[config.mk]
export PLATFORM = sky130hd
export DESIGN_NAME = uart_rx
export DESIGN_NICKNAME = d
export VERILOG_FILES = /design/src/rtl/uart_pkg.sv /design/src/rtl/uart_rx_sampler.sv /design/src/rtl/uart_rx.sv
export SDC_FILE = /design/constraint.sdc
export NUM_CORES = 1
export LEC_CHECK = 0
export ABC_AREA = 1
export ABC_CLOCK_PERIOD_IN_PS = 2000
export BUFFER_PORTS_ARGS = -buffer_cell sky130_fd_sc_hd__clkbuf_2
export CORE_ASPECT_RATIO = 2
export CORE_UTILIZATION = 35
export DETAILED_ROUTE_END_ITERATION = 6
export PLACE_DENSITY = 0.53
export SLEW_MARGIN = 30
export SYNTH_ARGS = -nofsm -noshare
export SYNTH_HDL_FRONTEND = slang
export SYNTH_SLANG_ARGS = --single-unit
[constraint.sdc]
create_clock -name clk -period 2 [get_ports clk]
set_input_delay 0.1 -clock clk [delete_from_list [all_inputs] [get_ports clk]]
set_output_delay 0.1 -clock clk [all_outputs]
set_load 0.005 [all_outputs]
[src/rtl/uart_pkg.sv]
// Shared UART definitions: receiver state encoding, line levels, vote helper.
package uart_pkg;

  typedef enum logic [2:0] {
    ST_IDLE   = 3'd0,
    ST_START  = 3'd1,
    ST_DATA   = 3'd2,
    ST_PARITY = 3'd3,
    ST_STOP   = 3'd4
  } rx_state_e;

  // Line levels of the framing bits, common to uart_tx and uart_rx.
  localparam logic START_BIT = 1'b0;
  localparam logic STOP_BIT  = 1'b1;

  // 2-of-3 majority vote used on the mid-bit samples.
  function automatic logic majority3(input logic a, input logic b, input logic c);
    return (a & b) | (a & c) | (b & c);
  endfunction

endpackage

[src/rtl/uart_rx_sampler.sv]
// Per-bit oversampling counter and 3-sample majority vote around mid-bit.
module uart_rx_sampler
  import uart_pkg::*;
#(
  parameter int OVERSAMPLE = 8,
  parameter int ECW        = $clog2(OVERSAMPLE)
) (
  input  logic           clk,
  input  logic           rst,
  input  logic           count_en_i,    // frame in progress (or starting this cycle)
  input  logic           rx_i,
  output logic [ECW-1:0] edge_cnt_o,
  output logic           sampled_bit_o, // valid from edge_cnt = OVERSAMPLE/2+2
  output logic           bit_end_o      // last clock of the current bit
);

  localparam logic [ECW-1:0] LAST  = ECW'(OVERSAMPLE - 1);
  localparam logic [ECW-1:0] SMP_0 = ECW'(OVERSAMPLE / 2 - 1);
  localparam logic [ECW-1:0] SMP_1 = ECW'(OVERSAMPLE / 2);
  localparam logic [ECW-1:0] SMP_2 = ECW'(OVERSAMPLE / 2 + 1);

  logic [ECW-1:0] edge_cnt_q, edge_cnt_d;
  logic [2:0]     samp_q, samp_d;

  // Next-state for the edge counter and the three mid-bit sample slots.
  always_comb begin
    edge_cnt_d = edge_cnt_q;
    samp_d     = samp_q;
    if (!count_en_i) begin
      edge_cnt_d = '0;
    end else if (edge_cnt_q == LAST) begin
      edge_cnt_d = '0;
    end else begin
      edge_cnt_d = edge_cnt_q + ECW'(1);
    end
    if (edge_cnt_q == SMP_0) samp_d[0] = rx_i;
    if (edge_cnt_q == SMP_1) samp_d[1] = rx_i;
    if (edge_cnt_q == SMP_2) samp_d[2] = rx_i;
  end

  // Counter and sample registers.
  always_ff @(posedge clk or posedge rst) begin
    if (rst) begin
      edge_cnt_q <= '0;
      samp_q     <= '0;
    end else begin
      edge_cnt_q <= edge_cnt_d;
      samp_q     <= samp_d;
    end
  end

  assign edge_cnt_o    = edge_cnt_q;
  assign sampled_bit_o = majority3(samp_q[0], samp_q[1], samp_q[2]);
  assign bit_end_o     = (edge_cnt_q == LAST);

endmodule

[src/rtl/uart_rx.sv]
// UART receiver: frame FSM, data shift register, parity check, result pulses.
// Output protocol: Data_Valid / Par_Err / Stop_Err are single-cycle pulses with
// no backpressure; P_DATA changes only in the cycle Data_Valid is high and
// holds until the next good frame.
module uart_rx
  import uart_pkg::*;
#(
  parameter int DATA_WIDTH = 8,
  parameter int OVERSAMPLE = 8
) (
  input  logic                          clk,
  input  logic                          rst,
  input  logic                          RX_IN,
  input  logic                          PAR_EN,
  input  logic                          PAR_TYP,
  output logic [DATA_WIDTH-1:0]         P_DATA,
  output logic                          Data_Valid,
  output logic                          Par_Err,
  output logic                          Stop_Err,
  output rx_state_e                     dbg_state_o,
  output logic [$clog2(OVERSAMPLE)-1:0] dbg_edge_cnt_o
);

  localparam int ECW = $clog2(OVERSAMPLE);
  localparam int BCW = $clog2(DATA_WIDTH + 1);
  localparam logic [BCW-1:0] LAST_BIT = BCW'(DATA_WIDTH - 1);

  rx_state_e             state_q, state_d;
  logic [BCW-1:0]        bit_cnt_q, bit_cnt_d;
  logic [DATA_WIDTH-1:0] shift_q, shift_d;
  logic [DATA_WIDTH-1:0] p_data_q, p_data_d;
  logic                  par_en_q, par_en_d;
  logic                  par_typ_q, par_typ_d;
  logic                  par_fail_q, par_fail_d;
  logic                  dv_q, dv_d;
  logic                  pe_q, pe_d;
  logic                  se_q, se_d;

  logic           count_en;
  logic [ECW-1:0] edge_cnt;
  logic           sampled_bit;
  logic           bit_end;

  // The counter starts in the very IDLE cycle that sees the start edge, so
  // that cycle is edge_cnt 0 of the start bit.
  assign count_en = (state_q != ST_IDLE) || (RX_IN == START_BIT);

  uart_rx_sampler #(
    .OVERSAMPLE (OVERSAMPLE),
    .ECW        (ECW)
  ) u_sampler (
    .clk           (clk),
    .rst           (rst),
    .count_en_i    (count_en),
    .rx_i          (RX_IN),
    .edge_cnt_o    (edge_cnt),
    .sampled_bit_o (sampled_bit),
    .bit_end_o     (bit_end)
  );

  // Frame FSM next-state, datapath updates and result pulses.
  always_comb begin
    state_d    = state_q;
    bit_cnt_d  = bit_cnt_q;
    shift_d    = shift_q;
    p_data_d   = p_data_q;
    par_en_d   = par_en_q;
    par_typ_d  = par_typ_q;
    par_fail_d = par_fail_q;
    dv_d       = 1'b0;
    pe_d       = 1'b0;
    se_d       = 1'b0;
    case (state_q)
      ST_IDLE: begin
        if (RX_IN == START_BIT) begin
          state_d    = ST_START;
          bit_cnt_d  = '0;
          par_fail_d = 1'b0;
          par_en_d   = PAR_EN;
          par_typ_d  = PAR_TYP;
        end
      end
      ST_START: begin
        if (bit_end) begin
          // A start bit that votes high was a glitch: drop it silently.
          state_d = (sampled_bit == START_BIT) ? ST_DATA : ST_IDLE;
        end
      end
      ST_DATA: begin
        if (bit_end) begin
          shift_d   = {sampled_bit, shift_q[DATA_WIDTH-1:1]};
          bit_cnt_d = bit_cnt_q + BCW'(1);
          if (bit_cnt_q == LAST_BIT) begin
            state_d = par_en_q ? ST_PARITY : ST_STOP;
          end
        end
      end
      ST_PARITY: begin
        if (bit_end) begin
          par_fail_d = (sampled_bit != ((^shift_q) ^ par_typ_q));
          state_d    = ST_STOP;
        end
      end
      ST_STOP: begin
        if (bit_end) begin
          state_d = ST_IDLE;
          if (sampled_bit != STOP_BIT) begin
            se_d = 1'b1;
          end else if (par_fail_q) begin
            pe_d = 1'b1;
          end else begin
            p_data_d = shift_q;
            dv_d     = 1'b1;
          end
        end
      end
      default: state_d = ST_IDLE;
    endcase
  end

  // State and output registers; reset aborts any frame in flight.
  always_ff @(posedge clk or posedge rst) begin
    if (rst) begin
      state_q    <= ST_IDLE;
      bit_cnt_q  <= '0;
      shift_q    <= '0;
      p_data_q   <= '0;
      par_en_q   <= 1'b0;
      par_typ_q  <= 1'b0;
      par_fail_q <= 1'b0;
      dv_q       <= 1'b0;
      pe_q       <= 1'b0;
      se_q       <= 1'b0;
    end else begin
      state_q    <= state_d;
      bit_cnt_q  <= bit_cnt_d;
      shift_q    <= shift_d;
      p_data_q   <= p_data_d;
      par_en_q   <= par_en_d;
      par_typ_q  <= par_typ_d;
      par_fail_q <= par_fail_d;
      dv_q       <= dv_d;
      pe_q       <= pe_d;
      se_q       <= se_d;
    end
  end

  assign P_DATA         = p_data_q;
  assign Data_Valid     = dv_q;
  assign Par_Err        = pe_q;
  assign Stop_Err       = se_q;
  assign dbg_state_o    = state_q;
  assign dbg_edge_cnt_o = edge_cnt;

endmodule

Word-level counts from Yosys, hierarchy flattened --
Index checks and enable logic that the tools add are counted.
Cells by class: bitwise logic cells 8, $mul 0, reductions and logical operators 12, divide/modulo/power cells 0, order comparisons 0, multiplexer cells 28, eq/ne operators 16, shift-type cells 0, add/sub/neg operators 2
Operator list (number):
- 2-to-1 mux 3 bit | 9
- case mux 3 bit (5 select lines) | 1
- 2-to-1 mux 1 bit | 13
- == test 3 bit (second input constant) | 4
- inequality test 2 bit (second input constant) | 6
- == test 3 x 2 -> 1 bit (second input constant) | 3
- 2-to-1 mux 4 bit | 2
- case mux 4 bit (2 select lines) | 1
- parity 8 bit | 1
- AND reduction 3 bit | 2
- AND reduction 6 bit | 1
- adder 4 x 1 -> 4 bit (second input constant) | 1
- == test 4 x 3 -> 1 bit (second input constant) | 1
- AND reduction 2 bit | 2
- AND reduction 4 bit | 1
- nonzero test 2 bit | 2
- adder 3 x 1 -> 3 bit (second input constant) | 1
- AND 1 bit | 3
- == test 3 x 1 -> 1 bit (second input constant) | 1
- zero test 3 bit | 1
- nonzero test 3 bit | 1
- 2-to-1 mux 2 bit | 1
- inverter 1 bit | 2
- bitwise OR 1 bit | 2
- other kinds (4) | 4
Storage, ports and cells: memories 0, bits in writable memories 0, register bits after elaboration 35, output and inout bits 17, word-level logic and storage cells 80, ROM bits 0, latch bits 0, input port bits 5

Longest topological paths before layout --
Gate-level depths: netlist of run 1.
depth after elaboration 6, depth in mapped cells 10, depth with buffers taken out 10

Hierarchy --
A second synthesis of run 1 with hierarchy kept.
Second synthesis, totals: cells, all modules 218, area, all modules 1795.5 um2
Modules (own cells, without submodules):
- uart_rx | seq. area each 725.7 um2, times used 1, cells each 181, area an instance 1480.2 um2
- uart_rx_sampler | seq. area each 150.1 um2, times used 1, cells each 37, area an instance 315.3 um2

Worst setup path before layout of run 1 --
OpenSTA, ideal clock, no wires.
path type flip-flop to flip-flop, from reg u_sampler.edge_cnt_q[0] (netlist: u_sampler.edge_cnt_o[0]), to reg state_q[2] (netlist: dbg_state_o[2]), path buffers 0, stages on the path, launching flop included 7, required time 1.872 ns, slack 0.394 ns, setup time 0.128 ns, data arrival time 1.478 ns, period minus slack after synthesis 1.606 ns, cell sequence dfrtp_1 -> ha_1 -> ha_1 -> inv_1 -> nand4_1 -> nand4_1 -> o21ai_0
On the way: cells in the longest elaborated chain, start to end 3, elaborated cells on any way between the ends 6, classes of those cells eq/ne: 5; reduce/logical: 1
Ends and longest elaborated chain:
- start: declaration | line uart_rx_sampler.sv:22 | logic [ECW-1:0] edge_cnt_q, edge_cnt_d;
- start signal: assignment | line uart_rx_sampler.sv:47 | edge_cnt_q <= edge_cnt_d;
- == test 3 bit * | line uart_rx_sampler.sv:54 | assign bit_end_o = (edge_cnt_q == LAST);
- inequality test 2 bit (no line)
- AND reduction 6 bit (no line) *
- end signal: assignment | line uart_rx.sv:135 | state_q <= state_d;
- end: declaration | line uart_rx.sv:28 | rx_state_e state_q, state_d;
Every way passes the cells marked *; elsewhere a longest branch is shown, timed or not. A chain may end at the register's enable or synchronous reset.

Worst setup path in the final report of run 1 --
Ends and elaborated chain as after synthesis.

==> results.sh, run 1 <==
export IMPL_overflow=0
export IMPL_period_minus_slack_ns=1.772
export IMPL_dp_hpwl_mm=2.645
export IMPL_crit_buf_inv=1
export IMPL_drive_above_1_share_pct=20.42
export IMPL_start_util_pct=36.70
export IMPL_setup_viol=0
export IMPL_power_density_nw_per_um2=1139
export IMPL_grt_max_degree=36
export IMPL_max_freq_mhz=564.3
export IMPL_yosysSeqAreaShare_pct=49.05
export IMPL_path_cells="ha_1 -> ha_1 -> inv_1 -> nand4_1 -> nand4_1 -> o21ai_0"
export IMPL_synth_nets=222
export IMPL_path_clk_slew_ns=0.07
export IMPL_rows=36
export IMPL_synthArstFlopShare_pct=100.0
export IMPL_n_antenna_cell=0
export IMPL_critical_path_slowest_cell="dfrtp_1"
export IMPL_grt_usage_pct=15.81
export IMPL_peakVddDrop_mv=0.6925
export IMPL_rsz0062_at_grt="false"
export IMPL_cp_depth=6
export IMPL_swShare_pct=38.32
export IMPL_cts_root_buf="clkbuf_8"
export IMPL_synth_cell_type_count=27
export IMPL_yosysTopAreaCell="dfrtp_1"
export IMPL_antenna_found_initial=0
export IMPL_leakagePower_uw=0.001103
export IMPL_cp_endpoint="dbg_state_o[2]$_DFFE_PP0P_"
export IMPL_globalplace_congestion=0.7560
export IMPL_first_pass_iters=4
export IMPL_die_x_um=52.51
export IMPL_stdcell_count=297
export IMPL_worst_slew_pin_slew_ns=0.4563
export IMPL_reg2reg_to="dbg_state_o[2]$_DFFE_PP0P_"
export IMPL_port_buffers=21
export IMPL_cp_data_required_time_ns=2.17
export IMPL_hp_class="in -> reg"
export IMPL_h_tree_depth=2
export IMPL_cpPeakStageDelay_ns=0.41
export IMPL_fin_nets=251
export IMPL_grt_pass1_wl_mm=6.175
export IMPL_hp_start="PAR_TYP"
export IMPL_clkPwrFrac_pct=24.2
export IMPL_power_frac_comb_pct=33.9
export IMPL_p_sw_uw=903.6
export IMPL_synth_area_leaders="dfrtp_1 (49%), nand2_1 (13%), inv_1 (6.5%)"
export IMPL_cts_path_max_buffers=2
export IMPL_synth_top_cell_area_share_pct=49.05
export IMPL_fin_skew_ns=0.002543
export IMPL_synth_most_common_cell="nand2_1"
export IMPL_wl_mm=3.571
export IMPL_synth_common_cells="nand2_1 (64), dfrtp_1 (35), inv_1 (31)"
export IMPL_drc=0
export IMPL_r2r_start="u_sampler.edge_cnt_o[0]$_DFF_PP0_"
export IMPL_postCtsSetupBuffers=0
export IMPL_status="finished clean"
export IMPL_avgRoutedWirePerCell_um=12.02
export IMPL_ys_ff_latch=35
export IMPL_dieArea_um2=5409
export IMPL_ioPinCount=22
export IMPL_dp_cells=288
export IMPL_syn_inst=210
export IMPL_critical_path_class="reg -> reg"
export IMPL_final_hold_viol_count=0
export IMPL_period_share_pct=88.60
export IMPL_critPathLaunchType="flip-flop"
export IMPL_insertion_delay_ns=0.29
export IMPL_place_ws_ns=0.2510
export IMPL_viasPerCell=4.717
export IMPL_synth_edf_count=0
export IMPL_final_antenna_net_count=0
export IMPL_area_delta_synth_final_pct=15.98
export IMPL_crit_path_end_kind="flip-flop"
export IMPL_crit_start="u_sampler.edge_cnt_o[0]$_DFF_PP0_"
export IMPL_fin_ws_ns=0.2280
export IMPL_p_int_uw=1454
export IMPL_core_area_um2=4865
export IMPL_syn_area_um2=1785
export IMPL_final_setup_tns_ns=0
export IMPL_worst_ep_arrival_time_ns=1.94
export IMPL_cpLargestDelayFamily="adder cells"
export IMPL_relSlewSlack_pct=69.58
export IMPL_slew_viol_final=0
export IMPL_cts_buffers=5
export IMPL_cts_tree="built"
export IMPL_maxCapViolCount=0
export IMPL_fin_hold_ws_ns=0.01829
export IMPL_grt_pass1_vias=1422
export IMPL_path_max_fanout=7
export IMPL_clock_sinks=35
export IMPL_pwr_share_seq_pct=41.9
export IMPL_synth_ff_type="dfrtp_1"
export IMPL_die_h_um=103.0
export IMPL_dr_first_iter_drc_count=27
export IMPL_reg2reg_slack_ns=0.23
export IMPL_synth_avg_cell_area_um2=8.502
export IMPL_ys_warn_count=0
export IMPL_final_core_util_pct=42.57
export IMPL_r2r_cells=6
export IMPL_detailroute_via_count=1401
-- logic make-up (layout without fill, tap and decap cells) --
family                   count (synthesis)  in the layout  synth area share, %
AND/OR/NAND/NOR                         98             98                25.58
flip-flops                              35             35                49.05
buffers and inverters                   35             65                7.848
AO/OA/AOI/OAI                           34             34                12.12
adder cells (fa/ha/maj)                  7              7                4.905
XOR/XNOR                                 1              1               0.4906
-- cells in the final DEF, fill, tap and decap left out, drive strengths merged --
cell          n
nand3b        1
or2           1
nand3        12
xor2          1
buf           2
clkbuf       29
nor4          2
nor3          3
nand4         3
ha            7
inv          33
nand2        67
o21a          1
a21oi         5
nor2          9
o21ai        26
a31oi         2
dfrtp        35
dlygate4sd3   1
-- power by group through the flow --
stage          Clock, µW  Sequential (µW)  Combinational (µW)
2_1_floorplan          0              979                 601
3_3_place_gp           0             1000                 806
3_5_place_dp           0             1000                 809
4_1_cts              593              991                 815
5_1_grt              617             1010                 943
6_report             570              988                 799
-- state kept, by name, indices dropped and copies added (netlist names) --
name / flops
Data_Valid: 1
par_en_q: 1
shift_q: 8
u_sampler.samp_q: 3
par_typ_q: 1
Par_Err: 1
bit_cnt_q: 4
dbg_state_o: 3
P_DATA: 8
Stop_Err: 1
u_sampler.edge_cnt_o: 3
par_fail_q: 1
-- stage by stage --
step           power (µW)  cell area (µm²)
2_1_floorplan        1580             1785
3_3_place_gp         1807             1961
5_1_grt              2575             2071
3_5_place_dp         1812             1961
4_1_cts              2398             2071
6_report             2358             2071
-- metal layers --
metal	GRT usage (%)	part of all wire, %	vias up
li1	-	-	721
met1	15.61	39	651
met2	28.72	55	20
met3	3.392	2.8	9
met4	9.514	2.5	0
met5	0	0	-
-- worst min path at each step --
| stage | endpoint | slack (ns) | cells past startpoint |
|---|---|---|---|
| 2_1_floorplan | par_typ_q$_DFFE_PP0P_ | 0.21 | 2 |
| 3_3_place_gp | P_DATA[6]$_DFFE_PP0P_ | 0.21 | 3 |
| 3_5_place_dp | P_DATA[6]$_DFFE_PP0P_ | 0.21 | 3 |
| 4_1_cts | par_en_q$_DFFE_PP0P_ | 0.01 | 3 |
| 5_1_grt | par_typ_q$_DFFE_PP0P_ | 0.03 | 3 |
| 6_report | par_typ_q$_DFFE_PP0P_ | 0.02 | 3 |
-- final cells by class --
class | instances | area (µm²)
Multi-Input combinational cell | 140 | 769.5
Tap cell | 57 | 71.32
Clock buffer | 8 | 100.1
Sequential cell | 35 | 875.8
Inverter | 33 | 123.9
Timing Repair Buffer | 24 | 130.1
Fill cell | 511 | 2794
-- worst reg2reg max path: stages (launching register included) --
cell     delay (ns)
dfrtp_1        0.41
ha_1           0.25
ha_1           0.20
inv_1          0.32
nand4_1        0.17
nand4_1        0.20
o21ai_0        0.11
-- what timing repair did --
item / CTS / global route
resized for setup: 0 / 0
hold buffers: 1 / 0
endpoints found under the hold margin: 35 / 0
No activity file was read; power rests on OpenSTA's default activity.
==> run 2, diff against run 1 <==
Settings changed: REMOVE_ABC_BUFFERS set to 1.
==> results.sh, run 2 (synthesis results as in run 1) <==
export IMPL_period_minus_slack_ns=1.798
export IMPL_avgRoutedWirePerCell_um=12.00
export IMPL_fin_ws_ns=0.2024
export IMPL_setup_viol=0
export IMPL_relSlewSlack_pct=69.00
export IMPL_first_pass_iters=4
export IMPL_cts_buffers=5
export IMPL_cts_tree="built"
export IMPL_crit_buf_inv=1
export IMPL_drc=0
export IMPL_dieArea_um2=5409
export IMPL_dr_first_iter_drc_count=35
export IMPL_layout_cells_most_common_list="nand2_1 (64), dfrtp_1 (35), inv_1 (31), clkbuf_2 (21), o21ai_0 (17)"
export IMPL_path_clk_slew_ns=0.07
export IMPL_detailroute_via_count=1400
export IMPL_critical_path_class="reg -> reg"
export IMPL_cts_path_max_buffers=2
export IMPL_dp_cells=288
export IMPL_grt_max_degree=36
export IMPL_n_antenna_cell=0
export IMPL_final_antenna_net_count=0
export IMPL_clock_sinks=35
export IMPL_status="finished clean"
export IMPL_h_tree_depth=2
export IMPL_power_density_nw_per_um2=1106
export IMPL_cts_resized=0
export IMPL_grt_pass1_wl_mm=5.865
export IMPL_p_total_uw=2259
export IMPL_leakagePower_uw=0.001088
export IMPL_max_freq_mhz=556.3
export IMPL_dpl_instance_area_um2=1961
export IMPL_start_util_pct=36.70
export IMPL_stdcell_count=295
export IMPL_design_area_um2=2043
export IMPL_port_buffers=21
export IMPL_area_delta_synth_final_pct=14.44
export IMPL_regArea_um2=875.8
export IMPL_die_x_um=52.51
export IMPL_multi_input_area_um2=769.5
export IMPL_hp_class="in -> reg"
export IMPL_overflow=0
export IMPL_path_max_fanout=7
export IMPL_crit_path_end_kind="flip-flop"
export IMPL_drive_above_1_share_pct=19.75
export IMPL_rows=36
export IMPL_antenna_found_initial=0
export IMPL_critPathLaunchType="flip-flop"
export IMPL_die_h_um=103.0
export IMPL_core_area_um2=4865
export IMPL_dp_hpwl_mm=2.636
export IMPL_fin_skew_ns=0.005841
export IMPL_reg2reg_slack_ns=0.20
export IMPL_final_common_cell="nand2_1"
export IMPL_n_fill_cell=520
export IMPL_cts_root_buf="clkbuf_8"
export IMPL_grt_pass1_vias=1305
export IMPL_wl_mm=3.539
export IMPL_rsz0062_at_grt="false"
export IMPL_place_ws_ns=0.2249
export IMPL_maxCapViolCount=0
export IMPL_viasPerCell=4.746
export IMPL_period_share_pct=89.88
export IMPL_cpPeakStageDelay_ns=0.41
export IMPL_insertion_delay_ns=0.28
export IMPL_fin_nets=251
export IMPL_globalplace_congestion=0.7331
export IMPL_cpLargestDelayFamily="adder cells"
export IMPL_path_cells="ha_1 -> ha_1 -> inv_1 -> nand4_1 -> nand4_1 -> o21ai_0"
export IMPL_slew_viol_final=0
export IMPL_grt_usage_pct=15.00
export IMPL_worst_ep_arrival_time_ns=1.96
export IMPL_final_setup_tns_ns=0
export IMPL_final_hold_viol_count=0
export IMPL_cp_data_required_time_ns=2.16
export IMPL_critical_path_slowest_cell="dfrtp_1"
export IMPL_worst_slew_pin_slew_ns=0.4650
export IMPL_ioPinCount=22
export IMPL_peakVddDrop_mv=0.6014
## run 2: changes by cell type in the layout (fill, tap and decap cells not counted), sizes merged
cell / delta
clkbuf: -2
## run 2: cell type report
class	count	share of cell area, %
well taps	57	3.491
clock buffers	6	3.552
repair buffers	24	6.369
multi-input cells	140	37.66
inverters	33	6.062
flip-flops and latches	35	42.87
## run 2: worst paths after layout
kind,startpoint,end,cells after the start
setup / recovery,u_sampler.edge_cnt_o[0]$_DFF_PP0_,dbg_state_o[2]$_DFFE_PP0P_,6
hold / removal,PAR_TYP,par_typ_q$_DFFE_PP0P_,3
setup reg to reg,u_sampler.edge_cnt_o[0]$_DFF_PP0_,dbg_state_o[2]$_DFFE_PP0P_,6
hold reg to reg,P_DATA[2]$_DFFE_PP0P_,P_DATA[2]$_DFFE_PP0P_,2
max in group asynchronous,rst,shift_q[6]$_DFFE_PP0P_,4
min in group asynchronous,rst,u_sampler.edge_cnt_o[2]$_DFF_PP0_,4
## run 2: where the power goes
group	internal [µW]	total (µW)	switching, µW
Sequential	845	989	144
Clock	232	473	241
Combinational	294	797	503
## run 2: metal layers
metal | vias to the layer above | global-route usage, % | wire, µm | share of wire (%)
li1 | 718 | - | - | -
met1 | 652 | 14.74 | 1397 | 39
met2 | 26 | 28.53 | 1974 | 56
met3 | 4 | 2.655 | 111 | 3.1
met4 | 0 | 7.287 | 55 | 1.6
met5 | - | 0 | 0 | 0
## run 2: worst register-to-register path: stages, from the launching register on
cell	delay (ns)
dfrtp_1	0.41
ha_1	0.25
ha_1	0.21
inv_1	0.32
nand4_1	0.17
nand4_1	0.21
o21ai_0	0.11
## run 2: metrics by stage
step | utilization [%] | hold slack [ns]
2_1_floorplan | - | 0.2096
3_3_place_gp | 40.30 | 0.2156
3_5_place_dp | 40.30 | 0.2180
4_1_cts | 42.00 | 0.01997
5_1_grt | 42.00 | 0.04398
6_report | 42.00 | 0.02938
## run 2: repair_timing
item                                   in CTS  in global routing
buffers inserted                            0                  0
endpoints found under the hold margin      35                  0
hold buffers                                1                  0
setup endpoints to repair                   0                  0
==> run 3, diff against run 2 <==
==> constraint.sdc (replaced) <==
create_clock -name clk -period 2 [get_ports clk]
set_input_delay 0.6 -clock clk [delete_from_list [all_inputs] [get_ports clk]]
set_output_delay 0.6 -clock clk [all_outputs]
set_load 0.005 [all_outputs]
==> results.sh, run 3 (synthesis results as in run 1) <==
export IMPL_cpPeakStageDelay_ns=0.41
export IMPL_cts_buffers=5
export IMPL_worst_slew_pin_slew_ns=0.4650
export IMPL_cts_tree="built"
export IMPL_die_h_um=103.0
export IMPL_cts_path_max_buffers=2
export IMPL_critical_path_slowest_cell="dfrtp_1"
export IMPL_period_share_pct=89.30
export IMPL_fin_nets=250
export IMPL_port_buffers=21
export IMPL_cts_resized=0
export IMPL_wl_mm=3.538
export IMPL_p_sw_uw=884.4
export IMPL_n_antenna_cell=0
export IMPL_detailroute_via_count=1399
export IMPL_path_max_fanout=7
export IMPL_p_total_uw=2255
export IMPL_h_tree_depth=2
export IMPL_cts_root_buf="clkbuf_8"
export IMPL_status="finished clean"
export IMPL_max_freq_mhz=559.9
export IMPL_clkPwrFrac_pct=21.0
export IMPL_avgRoutedWirePerCell_um=12.03
export IMPL_critical_path_class="reg -> reg"
export IMPL_grt_max_degree=36
export IMPL_place_ws_ns=0.2249
export IMPL_hp_class="in -> async"
export IMPL_viasPerCell=4.759
export IMPL_peakVddDrop_mv=0.6015
export IMPL_swShare_pct=39.22
export IMPL_first_pass_iters=4
export IMPL_rows=36
export IMPL_postCtsSetupBuffers=0
export IMPL_relSlewSlack_pct=69.00
export IMPL_fin_ws_ns=0.2139
export IMPL_grt_pass1_wl_mm=5.865
export IMPL_layout_cells_most_common_list="nand2_1 (64), dfrtp_1 (35), inv_1 (31), clkbuf_2 (21), o21ai_0 (17)"
export IMPL_r2r_cells=6
export IMPL_grt_usage_pct=15.00
export IMPL_grt_pass1_vias=1305
export IMPL_antenna_found_initial=0
export IMPL_globalplace_congestion=0.7331
export IMPL_power_frac_comb_pct=35.2
export IMPL_cpLargestDelayFamily="adder cells"
export IMPL_insertion_delay_ns=0.28
export IMPL_drc=0
export IMPL_dp_hpwl_mm=2.636
export IMPL_holdBufCountCts=0
export IMPL_final_common_cell="nand2_1"
export IMPL_overflow=0
export IMPL_cp_depth=6
export IMPL_dieArea_um2=5409
export IMPL_leakagePower_uw=0.001084
export IMPL_area_delta_synth_final_pct=13.88
export IMPL_core_area_um2=4865
export IMPL_setup_viol=0
export IMPL_critPathLaunchType="flip-flop"
export IMPL_maxCapViolCount=0
export IMPL_path_cells="ha_1 -> ha_1 -> inv_1 -> nand4_1 -> nand4_1 -> o21ai_0"
export IMPL_die_x_um=52.51
export IMPL_final_hold_viol_count=0
export IMPL_slew_viol_final=0
export IMPL_final_setup_tns_ns=0
export IMPL_p_int_uw=1370
export IMPL_drive_above_1_share_pct=19.83
export IMPL_period_minus_slack_ns=1.786
export IMPL_fin_skew_ns=0.005872
export IMPL_crit_path_end_kind="flip-flop"
export IMPL_rsz0062_at_grt="false"
export IMPL_dr_first_iter_drc_count=33
export IMPL_crit_buf_inv=1
export IMPL_clock_sinks=35
export IMPL_pwr_share_seq_pct=43.9
export IMPL_worst_ep_arrival_time_ns=1.95
export IMPL_ioPinCount=22
export IMPL_start_util_pct=36.70
export IMPL_final_antenna_net_count=0
export IMPL_power_density_nw_per_um2=1109
export IMPL_cp_data_required_time_ns=2.16
export IMPL_path_clk_slew_ns=0.07
-- run 3: changes by cell type in the layout (fill, tap and decap cells not counted) --
| cell | delta |
|---|---|
| dlygate4sd3_1 | -1 |
-- run 3: path summary, 6_finish.rpt --
kind | start | endpoint | slack, ns
min in group clk | P_DATA[2]$_DFFE_PP0P_ | P_DATA[2]$_DFFE_PP0P_ | 0.48
worst max register to register | u_sampler.edge_cnt_o[0]$_DFF_PP0_ | dbg_state_o[2]$_DFFE_PP0P_ | 0.21
worst min-delay path | rst | u_sampler.edge_cnt_o[2]$_DFF_PP0_ | 0.39
worst min register to register | P_DATA[2]$_DFFE_PP0P_ | P_DATA[2]$_DFFE_PP0P_ | 0.48
worst max-delay path | u_sampler.edge_cnt_o[0]$_DFF_PP0_ | dbg_state_o[2]$_DFFE_PP0P_ | 0.21
max in group asynchronous | rst | shift_q[6]$_DFFE_PP0P_ | 1.27
-- run 3: power by group through the flow --
stage               sequential, µW  combinational, µW  clock, µW
global placement              1000                804          0
floorplan                      979                600          0
detailed placement            1000                812          0
finish                         989                793        473
CTS                            989                816        489
global route                  1010                924        510
-- run 3: cell type report --
cell class / instances / area (µm²)
clock buffers: 6 / 72.57
repair buffers: 23 / 120.1
fillers: 521 / 2831
multi-input cells: 140 / 769.5
well taps: 57 / 71.32
inverters: 33 / 123.9
flip-flops and latches: 35 / 875.8
-- run 3: stage by stage --
step	hold slack (ns)	std cells	area, µm²	utilization (%)
floorplan	0.4331	208	1769	-
global placement	0.4641	288	1961	40.30
detailed placement	0.4689	288	1961	40.30
CTS	0.4109	294	2033	41.80
global route	0.4583	294	2033	41.80
finish	0.3928	294	2033	41.80
-- run 3: tightest hold or removal path, cell delays in order --
cell and delay (ns):
clkbuf_2 0.08, inv_1 0.04, buf_4 0.40
-- run 3: layer usage --
| metal | vias up | track usage, % | share of wire [%] |
|---|---|---|---|
| met5 | - | 0 | 0 |
| met4 | 0 | 7.287 | 1.6 |
| met3 | 4 | 2.655 | 3.6 |
| met2 | 30 | 28.53 | 56 |
| met1 | 648 | 14.74 | 39 |
| li1 | 717 | - | - |
